<file path="config.mk">
export PLATFORM = sky130hd
export DESIGN_NAME = mem_access_ctrl
export DESIGN_NICKNAME = d
export VERILOG_FILES = /design/src/rtl/mem_access_ctrl.sv
export SDC_FILE = /design/constraint.sdc
export NUM_CORES = 1
export LEC_CHECK = 0
export CORE_MARGIN = 8
export CORE_UTILIZATION = 37
export DETAILED_ROUTE_END_ITERATION = 16
export PLACE_DENSITY_LB_ADDON = 0.12
export SYNTH_ARGS = -nofsm -noshare
export SYNTH_HDL_FRONTEND = slang
export SYNTH_SLANG_ARGS = --single-unit
</file>
<file path="constraint.sdc">
create_clock -name clk -period 2 [get_ports clk]
set_clock_uncertainty 0.2 [all_clocks]
set_input_delay 0.4 -clock clk [delete_from_list [all_inputs] [get_ports clk]]
set_output_delay 0.4 -clock clk [all_outputs]
set_load 0.01 [all_outputs]
</file>
<file path="src/rtl/mem_access_ctrl.sv">
// Memory access sequencer/arbiter: shares one MAR/MDR/memory port between
// instruction fetch (F) and load/store data (D) requesters.
//
// Ports:
//   clk, clr                 clock, asynchronous active-low reset
//   f_req/f_addr             fetch request (held until f_done) and address
//   f_rdata/f_done           fetch read data, one-cycle completion pulse
//   d_req/d_we/d_addr/d_wdata data request, direction, address, write data
//   d_rdata/d_done           data read result, one-cycle completion pulse
//   err                      qualifies a done pulse: 1 = access timed out
//   mar_wr/mar_bus           MAR load enable and value
//   mdr_wr/mdr_bus           MDR load enable and value
//   mem_rd/mem_wr            memory strobes
//   mem_ready/mem_rdata      memory completion and read data
//   busy                     controller not idle
module mem_access_ctrl #(
   parameter int unsigned ADDR_W  = 32,
   parameter int unsigned DATA_W  = 32,
   parameter int unsigned TIMEOUT = 15
) (
   input  logic              clk,
   input  logic              clr,
   input  logic              f_req,
   input  logic [ADDR_W-1:0] f_addr,
   output logic [DATA_W-1:0] f_rdata,
   output logic              f_done,
   input  logic              d_req,
   input  logic              d_we,
   input  logic [ADDR_W-1:0] d_addr,
   input  logic [DATA_W-1:0] d_wdata,
   output logic [DATA_W-1:0] d_rdata,
   output logic              d_done,
   output logic              err,
   output logic              mar_wr,
   output logic [ADDR_W-1:0] mar_bus,
   output logic              mdr_wr,
   output logic [DATA_W-1:0] mdr_bus,
   output logic              mem_rd,
   output logic              mem_wr,
   input  logic              mem_ready,
   input  logic [DATA_W-1:0] mem_rdata,
   output logic              busy
);

   localparam int unsigned      CNT_W    = 8;
   localparam logic [CNT_W-1:0] CNT_LAST = CNT_W'(TIMEOUT - 1);

   typedef enum logic [1:0] {
      S_IDLE   = 2'd0,
      S_ADDR   = 2'd1,
      S_ACCESS = 2'd2,
      S_RESP   = 2'd3
   } state_e;

   state_e             state_q,   state_d;
   logic               prio_q,    prio_d;     // 1 = D wins a tie
   logic               own_q,     own_d;      // 1 = D owns the transaction
   logic               we_q,      we_d;       // owner is a D write
   logic [CNT_W-1:0]   cnt_q,     cnt_d;
   logic [DATA_W-1:0]  f_rdata_q, f_rdata_d;
   logic [DATA_W-1:0]  d_rdata_q, d_rdata_d;
   logic               f_done_q,  f_done_d;
   logic               d_done_q,  d_done_d;
   logic               err_q,     err_d;
   logic               mar_wr_q,  mar_wr_d;
   logic [ADDR_W-1:0]  mar_bus_q, mar_bus_d;
   logic               mdr_wr_q,  mdr_wr_d;
   logic [DATA_W-1:0]  mdr_bus_q, mdr_bus_d;
   logic               mem_rd_q,  mem_rd_d;
   logic               mem_wr_q,  mem_wr_d;
   logic               busy_q,    busy_d;
   logic               pick_d_c;

   // Next-state and next-output logic; outputs are decoded from the state
   // being entered so they appear registered in that state's cycle.
   always_comb begin
      state_d   = state_q;
      prio_d    = prio_q;
      own_d     = own_q;
      we_d      = we_q;
      cnt_d     = cnt_q;
      f_rdata_d = f_rdata_q;
      d_rdata_d = d_rdata_q;
      f_done_d  = 1'b0;
      d_done_d  = 1'b0;
      err_d     = 1'b0;
      mar_wr_d  = 1'b0;
      mar_bus_d = mar_bus_q;
      mdr_wr_d  = 1'b0;
      mdr_bus_d = mdr_bus_q;
      mem_rd_d  = 1'b0;
      mem_wr_d  = 1'b0;
      pick_d_c  = 1'b0;

      unique case (state_q)
         S_IDLE: begin
            // Round-robin: the pointer only matters when both requesters ask.
            if (f_req || d_req) begin
               pick_d_c = d_req && (!f_req || prio_q);
               own_d    = pick_d_c;
               we_d     = pick_d_c && d_we;
               prio_d   = !pick_d_c;
               state_d  = S_ADDR;
               mar_wr_d = 1'b1;
               mar_bus_d = pick_d_c ? d_addr : f_addr;
               if (pick_d_c && d_we) begin
                  mdr_wr_d  = 1'b1;
                  mdr_bus_d = d_wdata;
               end
            end
         end

         S_ADDR: begin
            state_d  = S_ACCESS;
            cnt_d    = '0;
            mem_rd_d = !we_q;
            mem_wr_d = we_q;
         end

         S_ACCESS: begin
            // Ready wins over a timeout landing in the same cycle.
            if (mem_ready) begin
               state_d  = S_RESP;
               f_done_d = !own_q;
               d_done_d = own_q;
               if (own_q) begin
                  d_rdata_d = we_q ? '0 : mem_rdata;
               end else begin
                  f_rdata_d = mem_rdata;
               end
            end else if (cnt_q == CNT_LAST) begin
               state_d  = S_RESP;
               f_done_d = !own_q;
               d_done_d = own_q;
               err_d    = 1'b1;
               if (own_q) begin
                  d_rdata_d = '0;
               end else begin
                  f_rdata_d = '0;
               end
            end else begin
               cnt_d    = cnt_q + CNT_W'(1);
               mem_rd_d = !we_q;
               mem_wr_d = we_q;
            end
         end

         S_RESP: begin
            state_d = S_IDLE;
         end

         default: begin
            state_d = S_IDLE;
         end
      endcase

      busy_d = (state_d != S_IDLE);
   end

   // State and output registers; reset abandons any transaction in flight.
   always_ff @(posedge clk or negedge clr) begin
      if (!clr) begin
         state_q   <= S_IDLE;
         prio_q    <= 1'b0;
         own_q     <= 1'b0;
         we_q      <= 1'b0;
         cnt_q     <= '0;
         f_rdata_q <= '0;
         d_rdata_q <= '0;
         f_done_q  <= 1'b0;
         d_done_q  <= 1'b0;
         err_q     <= 1'b0;
         mar_wr_q  <= 1'b0;
         mar_bus_q <= '0;
         mdr_wr_q  <= 1'b0;
         mdr_bus_q <= '0;
         mem_rd_q  <= 1'b0;
         mem_wr_q  <= 1'b0;
         busy_q    <= 1'b0;
      end else begin
         state_q   <= state_d;
         prio_q    <= prio_d;
         own_q     <= own_d;
         we_q      <= we_d;
         cnt_q     <= cnt_d;
         f_rdata_q <= f_rdata_d;
         d_rdata_q <= d_rdata_d;
         f_done_q  <= f_done_d;
         d_done_q  <= d_done_d;
         err_q     <= err_d;
         mar_wr_q  <= mar_wr_d;
         mar_bus_q <= mar_bus_d;
         mdr_wr_q  <= mdr_wr_d;
         mdr_bus_q <= mdr_bus_d;
         mem_rd_q  <= mem_rd_d;
         mem_wr_q  <= mem_wr_d;
         busy_q    <= busy_d;
      end
   end

   assign f_rdata = f_rdata_q;
   assign f_done  = f_done_q;
   assign d_rdata = d_rdata_q;
   assign d_done  = d_done_q;
   assign err     = err_q;
   assign mar_wr  = mar_wr_q;
   assign mar_bus = mar_bus_q;
   assign mdr_wr  = mdr_wr_q;
   assign mdr_bus = mdr_bus_q;
   assign mem_rd  = mem_rd_q;
   assign mem_wr  = mem_wr_q;
   assign busy    = busy_q;

endmodule

</file>
# After elaboration in Yosys (flattened, before gate mapping)
# Cells that the tools add are included.
# op_classes
addsub,1
n_eq_ne,6
muxes,37
bitwise,1
reduce_logical,17
# ops
operator,count
$mux W32,10
$mux W1,18
$mux W8,2
$pmux W8 S2,1
$reduce_and A3 Y1,4
$add A8 B1 Y8 const B,1
$eq A8 B4 Y1 const B,1
$pmux W2 S4,1
$mux W2,3
$reduce_bool A2 Y1,3
$eq A2 B2 Y1 const B,2
$logic_not A1 Y1,4
$ne A2 B2 Y1 const B,2
$pmux W1 S2,2
$eq A2 B1 Y1 const B,1
$logic_and A1 B1 Y1,2
$logic_not A2 Y1,1
$logic_or A1 B1 Y1,2
$reduce_and A2 Y1,1
$not A1 Y1,1
# totals
regBits,149
inputBits,134
output_inout_bits,136
wordCells,79

# Longest topological paths before layout
# Gate-level depths: netlist of the first run.
# depth
ltp_word,7
mapped_depth,8
mapped_depth_nobuf,6

# Worst setup path before layout of the first run
# OpenSTA, ideal clock, no wires.
# synth_path
path_type,register to register
start,register cnt_q[0]
end,"register f_rdata_q[10], in the netlist f_rdata[10]"
setup_time_ps,121
arrival_ps,1799
required_time_ps,1679
path_slack_ps,-120
path_stages_with_launch,9
period_less_slack_ps,2120
path_cell_list,dfrtp_1 inv_1 ha_1 nor3b_2 a21oi_2 or3b_1 buf_6 buf_6 a22o_1
# synth_via
elab_chain_len,3
# synth_lines
item,line_no,rtl
"start, declared",59,"logic [CNT_W-1:0] cnt_q, cnt_d;"
"start signal, assigned",185,cnt_q <= cnt_d;
$eq A8 B4 Y1,131,end else if (cnt_q == CNT_LAST) begin
$reduce_bool A2 Y1 (no line),n/a,
$reduce_and A3 Y1 (no line),n/a,
"end signal, assigned",186,f_rdata_q <= f_rdata_d;
"end, declared",60,"logic [DATA_W-1:0] f_rdata_q, f_rdata_d;"
# No other way between the ends.
# A chain may end at the register's enable or synchronous reset.

# Worst setup path in the final report of the first run
# layout_path
start,register cnt_q[0]
end,"register f_rdata_q[1], in the netlist f_rdata[1]"
# Same word-level chain as after synthesis.

==> flow_metrics.py, run 1 <==
metrics = {
    "outcome": {
        "status": "finished with violations",
        "failed_checks": "setup timing",
    },
    "power_and_ir_drop": {
        "p_per_area_mw_per_mm2": 1500,
        "p_total_w": 0.0146,
        "peakVddDrop_uv": 689,
        "leakage_nw": 4.62,
    },
    "timing": {
        "maxSlewHeadroom_pct": 69.6,
        "period_share_pct": 102,
        "tns_ps": -599,
        "tightest_slew_ps": 456,
        "setup_viol": 42,
        "rsz0062_at_grt": "true",
        "min_period_ps": 2030,
        "hold_violations": 0,
        "layout_setup_ws_ps": -31.9,
        "fmax_mhz": 492,
        "drv_slew": 0,
    },
    "synth": {
        "synth_most_common_cell": "dfrtp_1",
        "synthArstFlopShare_pct": 100,
        "synth_cell_types": 36,
        "syn-num-nets": 564,
        "synth_top_area_share_pct": 64.5,
        "ys_seq_area_share_pct": 64.5,
        "synth.avg_cell_area_um2": 13.6,
        "synthTopCellsByCount": "149 x dfrtp_1, 64 x a22o_1, 43 x inv_1",
        "synth_top_area_cell": "dfrtp_1",
        "synth_warnings": 0,
        "synth_edf_count": 0,
        "ys_ff_latch": 149,
        "synth_area_mm2": 0.00578,
        "synthTopCellsByArea": "dfrtp_1 65%, a22o_1 9.7%, mux2_2 6.2%",
        "ys.flop_type": "dfrtp_1",
        "syn_inst": 425,
    },
    "min_path": {
        "hp-class": "reg -> reg",
        "min_from": "we_q$_DFFE_PN0P_",
        "whs_path_depth": 1,
        "min_to": "mem_rd$_DFF_PN0_",
    },
    "setup_path": {
        "crit_fanout": 33,
        "arrival_ps": 2130,
        "timing.rr.end": "f_rdata[1]$_DFFE_PN0P_",
        "crit_start": "cnt_q[0]$_DFFE_PN0P_",
        "worstPathCellList": "inv_1 > ha_1 > nor3b_4 > a21oi_2 > or3b_4 > buf_12 > a22o_1",
        "startpoint_type": "register",
        "worstSetupPathType": "reg -> reg",
        "reg2reg_from": "cnt_q[0]$_DFFE_PN0P_",
        "ff2ff_setup_slack_ps": -30,
        "critPathSlowestCell": "or3b_4",
        "r2r_cells": 7,
        "timing.critical_path.required_ps": 2100,
        "cp_slowest_stage_delay_ps": 390,
        "worst_setup_path_end_kind": "register",
    },
    "floorplanning": {
        "die-area_mm2": 0.0199,
        "num_io_pins": 270,
        "fp.dieW_um": 141,
        "die_h_um": 141,
        "coreArea_mm2": 0.0153,
        "start_util_pct": 37.9,
        "core.rowCount": 45,
    },
    "drt": {
        "drtIter0Drc": 317,
        "drc": 0,
        "drt-vias-per-instance": 5.09,
        "wl_per_cell_um": 20.2,
        "postRouteAntennaNets": 0,
        "routed_wl_um": 19200,
        "drt_pass1_iterations": 7,
        "route.vias.total": 4829,
    },
    "grt": {
        "grt_pass1_wl_um": 29900,
        "grt_overflow": 0,
        "antenna_found_initial": 0,
        "grt_util_all_layers_pct": 19.3,
        "grt_pass1_vias": 5198,
        "grt_max_degree": 45,
    },
    "cts": {
        "cts_setup_buffers": 0,
        "cts.path.max_buffers": 2,
        "cts.clk_slew.worst_paths_ps": 60,
        "cts_tree": "yes",
        "h-tree-depth": 4,
        "clk_latency_ps": 410,
        "cts_sinks": 149,
        "cts_root_buf": "clkbuf_16",
        "numCtsBuffers": 17,
    },
    "placed_design": {
        "gp_congestion": 0.803,
        "placed_area_mm2": 0.00902,
        "io_buffers": 269,
        "post-dp-hpwl_um": 14200,
    },
    "layout": {
        "fill_cells": 1154,
        "diodes": 0,
        "fin_nets": 864,
        "area_delta_synth_final_pct": 68.6,
        "finalInstanceArea_mm2": 0.00975,
        "drive_gt1_share_pct": 15.7,
    },
    "run": {
        "cap_violations": 0,
    },
}
-- per-stage QoR --
step                util, %  hold WS (ps)  setup slack (ps)  cells
floorplan                 -         -95.6             -89.6    425
CTS                    63.0           241             -36.0    947
finish                 63.9           234             -31.9    949
global placement       59.1           172              -200    914
detailed placement     59.1           171              -230    914
global route           63.9           266              -116    949
-- how the worst max path moves through the flow --
stage	endpoint	slack [ps]	cells past startpoint
global placement	mdr_bus[6]$_DFFE_PN0P_	-200	7
CTS	f_rdata[16]$_DFFE_PN0P_	-40	7
detailed placement	mdr_bus[24]$_DFFE_PN0P_	-230	7
floorplan	f_rdata[10]$_DFFE_PN0P_	-90	8
global route	f_rdata[26]$_DFFE_PN0P_	-120	7
finish	f_rdata[1]$_DFFE_PN0P_	-30	7
-- cell type report --
cell class,count,area [um^2],share of cell area (%)
timing repair buffer,310,3230,33.1
multi-input combinational,204,1790,18.3
clock inverter,14,141,1.45
clock buffer,18,439,4.51
sequential,149,3730,38.3
tap,211,264,2.71
inverter,43,161,1.66
-- metal layers --
metal	vias to the layer above	part of all wire [%]	GRT usage (%)
li1	2179	-	-
met1	2405	40	22.9
met2	234	48	31.1
met3	11	11	8.88
met4	0	0.83	5.37
met5	-	0	0
-- report_power, final --
group / switching [W] / total (W) / internal (W)
combinational: 0.00265 / 0.00641 / 0.00376
clock: 0.00134 / 0.00311 / 0.00178
sequential: 0.000764 / 0.00510 / 0.00434
-- layout by cell type (no fill, tap or decap), types with 5 or more instances in the layout --
cell type,n
clkdlybuf4s50_1,253
a222oi_1,32
nand2_1,6
nor2_1,7
dlymetal6s2s_1,15
buf_12,12
o21ai_0,6
nand3_1,8
a22o_1,64
dfrtp_1,149
nor3b_1,5
inv_6,5
mux2_2,32
a21o_1,7
clkbuf_16,19
inv_1,42
buf_4,26
-- kinds of logic (layout without fill, tap and decap cells) --
group                    count (synthesis)  count (layout)  synth area share [%]
flip-flops                             149             149                  64.5
AO/OA/AOI/OAI                          117             117                  17.6
buffers and inverters                   72             385                  5.26
AND/OR/NAND/NOR                         46              46                  4.72
multiplexers                            34              34                  6.58
adder cells (fa/ha/maj)                  5               5                  1.08
XOR/XNOR                                 2               2                 0.303
-- sequential cells by signal (all words and copies together), names as in the netlist --
name	count
f_done	1
f_rdata	32
mdr_bus	32
prio_q	1
mem_rd	1
cnt_q	8
mar_wr	1
busy	1
d_done	1
state_q	2
mdr_wr	1
mar_bus	32
mem_wr	1
d_rdata	32
err	1
we_q	1
own_q	1
-- what timing repair did --
| item | 4_1_cts | 5_1_grt |
|---|---|---|
| gates resized for setup | 1 | 27 |
| pin swaps | 1 | 5 |
| hold endpoints to repair | 38 | 0 |
| gates cloned | 0 | 2 |
| setup endpoints to repair | 55 | 123 |
| hold buffers | 1 | 0 |
-- worst max-delay path, delay by kind of cell, from the launching register on --
kind | cells | cell delay, ps
AO/OA/AOI/OAI | 2 | 340
flip-flops | 1 | 370
buffers and inverters | 2 | 230
adder cells (fa/ha/maj) | 1 | 150
AND/OR/NAND/NOR | 2 | 620
Power figures use the tool's default switching activity.
==> run 2: changes to the inputs <==
ABC_CLOCK_PERIOD_IN_PS = 2000   (was unset)
HOLD_SLACK_MARGIN = 0.12   (was unset)
==> results of run 2 <==
Same layout as run 1: the final DEF is identical, and so are final timing and power.
==> run 3: changes to the inputs <==
ABC_AREA = 1   (was unset)
CORE_UTILIZATION = 39   (was 37)
SKIP_CTS_REPAIR_TIMING = 1   (was unset)
==> run 3 against run 2 <==
Compared with the run above: the run now ends clean; first-iteration DRC count fell by 11%; highest routed layer unchanged; combinational power rose by 2%; synthesized area rose by 12%; cell count rose by 36%.
==> flow_metrics.py, run 3 <==
metrics = {
    "placed_design": {
        "gp_congestion": 0.762,
        "io_buffers": 269,
        "dp.cells": 1255,
        "post-dp-hpwl_um": 16100,
        "placed_area_mm2": 0.00965,
    },
    "power_and_ir_drop": {
        "leakage_nw": 5.22,
        "seqPwrFrac_pct": 33.4,
        "clock_power_share_pct": 22.0,
        "p_int_w": 0.00933,
        "power_frac_comb_pct": 44.6,
        "peakVddDrop_uv": 778,
        "p_sw_w": 0.00529,
        "switching_share_pct": 36.2,
        "p_per_area_mw_per_mm2": 1420,
    },
    "synth": {
        "synth_top_family_by_area": "simple AND/OR/NAND/NOR gates",
        "synth_top_area_cell": "dfrtp_1",
        "syn_inst": 781,
        "synthTopCellsByCount": "383 x nand2_1, 149 x dfrtp_1, 64 x nand4_1",
        "ys.flop_type": "dfrtp_1",
        "synth_edf_count": 0,
        "ys_ff_latch": 149,
        "synthMuxAreaShare_pct": 0,
        "synth_area_mm2": 0.00646,
        "synth-simple-area-share_pct": 34.8,
        "synth_fa_ha_area_share_pct": 0.968,
        "synth_xor_xnor_area_share_pct": 0.271,
        "synth_warnings": 0,
        "synth_most_common_cell": "nand2_1",
        "synthTopCellsByArea": "dfrtp_1 58%, nand2_1 22%, nand4_1 6.2%",
        "syn-num-nets": 920,
        "synth_top_area_share_pct": 57.7,
        "ys_seq_area_share_pct": 57.7,
        "synth_cell_types": 26,
        "synth-compound-area-share_pct": 1.82,
        "synthArstFlopShare_pct": 100,
        "synth.avg_cell_area_um2": 8.27,
    },
    "drt": {
        "drt_pass1_iterations": 4,
        "wl_per_cell_um": 17.3,
        "route.vias.total": 6263,
        "routed_wl_um": 22300,
        "drt-vias-per-instance": 4.86,
        "drc": 0,
        "postRouteAntennaNets": 0,
        "drtIter0Drc": 282,
    },
    "timing": {
        "period_share_pct": 99.0,
        "setup_viol": 0,
        "tightest_slew_ps": 347,
        "drv_slew": 0,
        "fmax_mhz": 505,
        "min_period_ps": 1980,
        "hold_violations": 0,
        "hold_ws_ps": 235,
        "maxSlewHeadroom_pct": 76.9,
    },
    "cts": {
        "clk_latency_ps": 420,
        "cts_root_buf": "clkbuf_16",
        "cts_sinks": 149,
        "cts.clk_slew.worst_paths_ps": 60,
        "cts_tree": "yes",
        "numCtsBuffers": 17,
        "cts.path.max_buffers": 2,
        "h-tree-depth": 4,
    },
    "layout": {
        "seqCellArea_mm2": 0.00373,
        "finalInstanceArea_mm2": 0.0103,
        "fill_cells": 1425,
        "area_delta_synth_final_pct": 59.8,
        "multi_input_area_mm2": 0.00247,
        "layout_commonest_cell": "nand2_1",
        "final_core_util_pct": 62.9,
        "mostFrequentLayoutCells": "383 x nand2_1, 246 x clkdlybuf4s50_1, 149 x dfrtp_1",
        "drive_gt1_share_pct": 7.40,
        "stdcell_count": 1289,
        "fin_nets": 1194,
    },
    "setup_path": {
        "startpoint_type": "register",
        "path_buf_inv": 1,
        "timing.critical_path.required_ps": 1400,
        "critPathSlowestCell": "clkdlybuf4s50_1",
        "cp_slowest_stage_delay_ps": 570,
        "worst_setup_path_end_kind": "primary output",
        "arrival_ps": 1380,
        "crit_fanout": 2,
        "cp_top_family": "buffers and inverters",
        "worstSetupPathType": "reg -> out",
        "worstPathCellList": "clkdlybuf4s50_1",
    },
    "run": {
        "cap_violations": 0,
    },
    "grt": {
        "grt_pass1_wl_um": 34700,
        "grt_util_all_layers_pct": 21.6,
        "grt_overflow": 0,
        "grt_pass1_vias": 6449,
        "antenna_found_initial": 0,
        "grt_max_degree": 66,
    },
    "min_path": {
        "hp-class": "in -> async",
    },
    "floorplanning": {
        "core.rowCount": 47,
        "coreArea_mm2": 0.0164,
        "num_io_pins": 270,
        "die-area_mm2": 0.0209,
        "start_util_pct": 39.4,
        "die_h_um": 145,
        "fp.dieW_um": 145,
    },
    "outcome": {
        "status": "complete, no violations",
    },
}
==> run 3: metal layers <==
metal / GRT usage [%] / wire [um] / vias to the layer above
met1: 26.1 / 9070 / 2964
met5: 0 / 0 / -
met4: 6.19 / 290 / 0
li1: - / - / 3061
met2: 33.9 / 10500 / 218
met3: 9.91 / 2380 / 20
==> run 3: worst paths after layout <==
check | start | endpoint | slack [ps] | cells after the start
setup reg to reg | cnt_q[0]$_DFFE_PN0P_ | f_rdata[15]$_DFFE_PN0P_ | 100 | 8
max in group asynchronous | clr | d_rdata[17]$_DFFE_PN0P_ | 780 | 3
hold / removal | clr | f_rdata[4]$_DFFE_PN0P_ | 240 | 2
min in group clk | we_q$_DFFE_PN0P_ | mem_rd$_DFF_PN0_ | 260 | 1
setup / recovery | mdr_bus[28]$_DFFE_PN0P_ | mdr_bus[28] | 20 | 1
hold reg to reg | we_q$_DFFE_PN0P_ | mem_rd$_DFF_PN0_ | 260 | 1
==> run 3: power by group through the flow <==
stage          logic [W]  registers, W  clock network [W]
6_report         0.00652       0.00488            0.00321
5_1_grt          0.00715       0.00502            0.00340
4_1_cts          0.00665       0.00490            0.00328
3_5_place_dp     0.00664       0.00490                  0
3_3_place_gp     0.00659       0.00490                  0
2_1_floorplan    0.00231       0.00533                  0
==> run 3: logic make-up (layout without fill, tap and decap cells) <==
family / count (synthesis) / count (layout)
flops: 149 / 149
simple gates: 538 / 538
compound gates: 18 / 18
other cells: 0 / 1
buf+inv: 69 / 356
xor+xnor: 2 / 2
fa+ha+maj: 5 / 5
==> run 3: final cells by class <==
cell class                 instances  area share [%]
tap                              220            2.67
clock inverter                    10            1.18
sequential                       149            36.1
multi-input combinational        563            24.0
clock buffer                      22            4.59
antenna                            1          0.0242
inverter                          17           0.618
timing repair buffer             307            30.9
==> run 3: stage by stage <==
step                      TNS, ps  worst slack (ps)  power (W)
final                           0              19.4     0.0146
after global routing        -13.6             -10.3     0.0156
after CTS                    -125             -38.8     0.0148
after detailed placement        0              9.71     0.0115
after global placement          0              32.1     0.0115
after floorplan                 0               226    0.00764
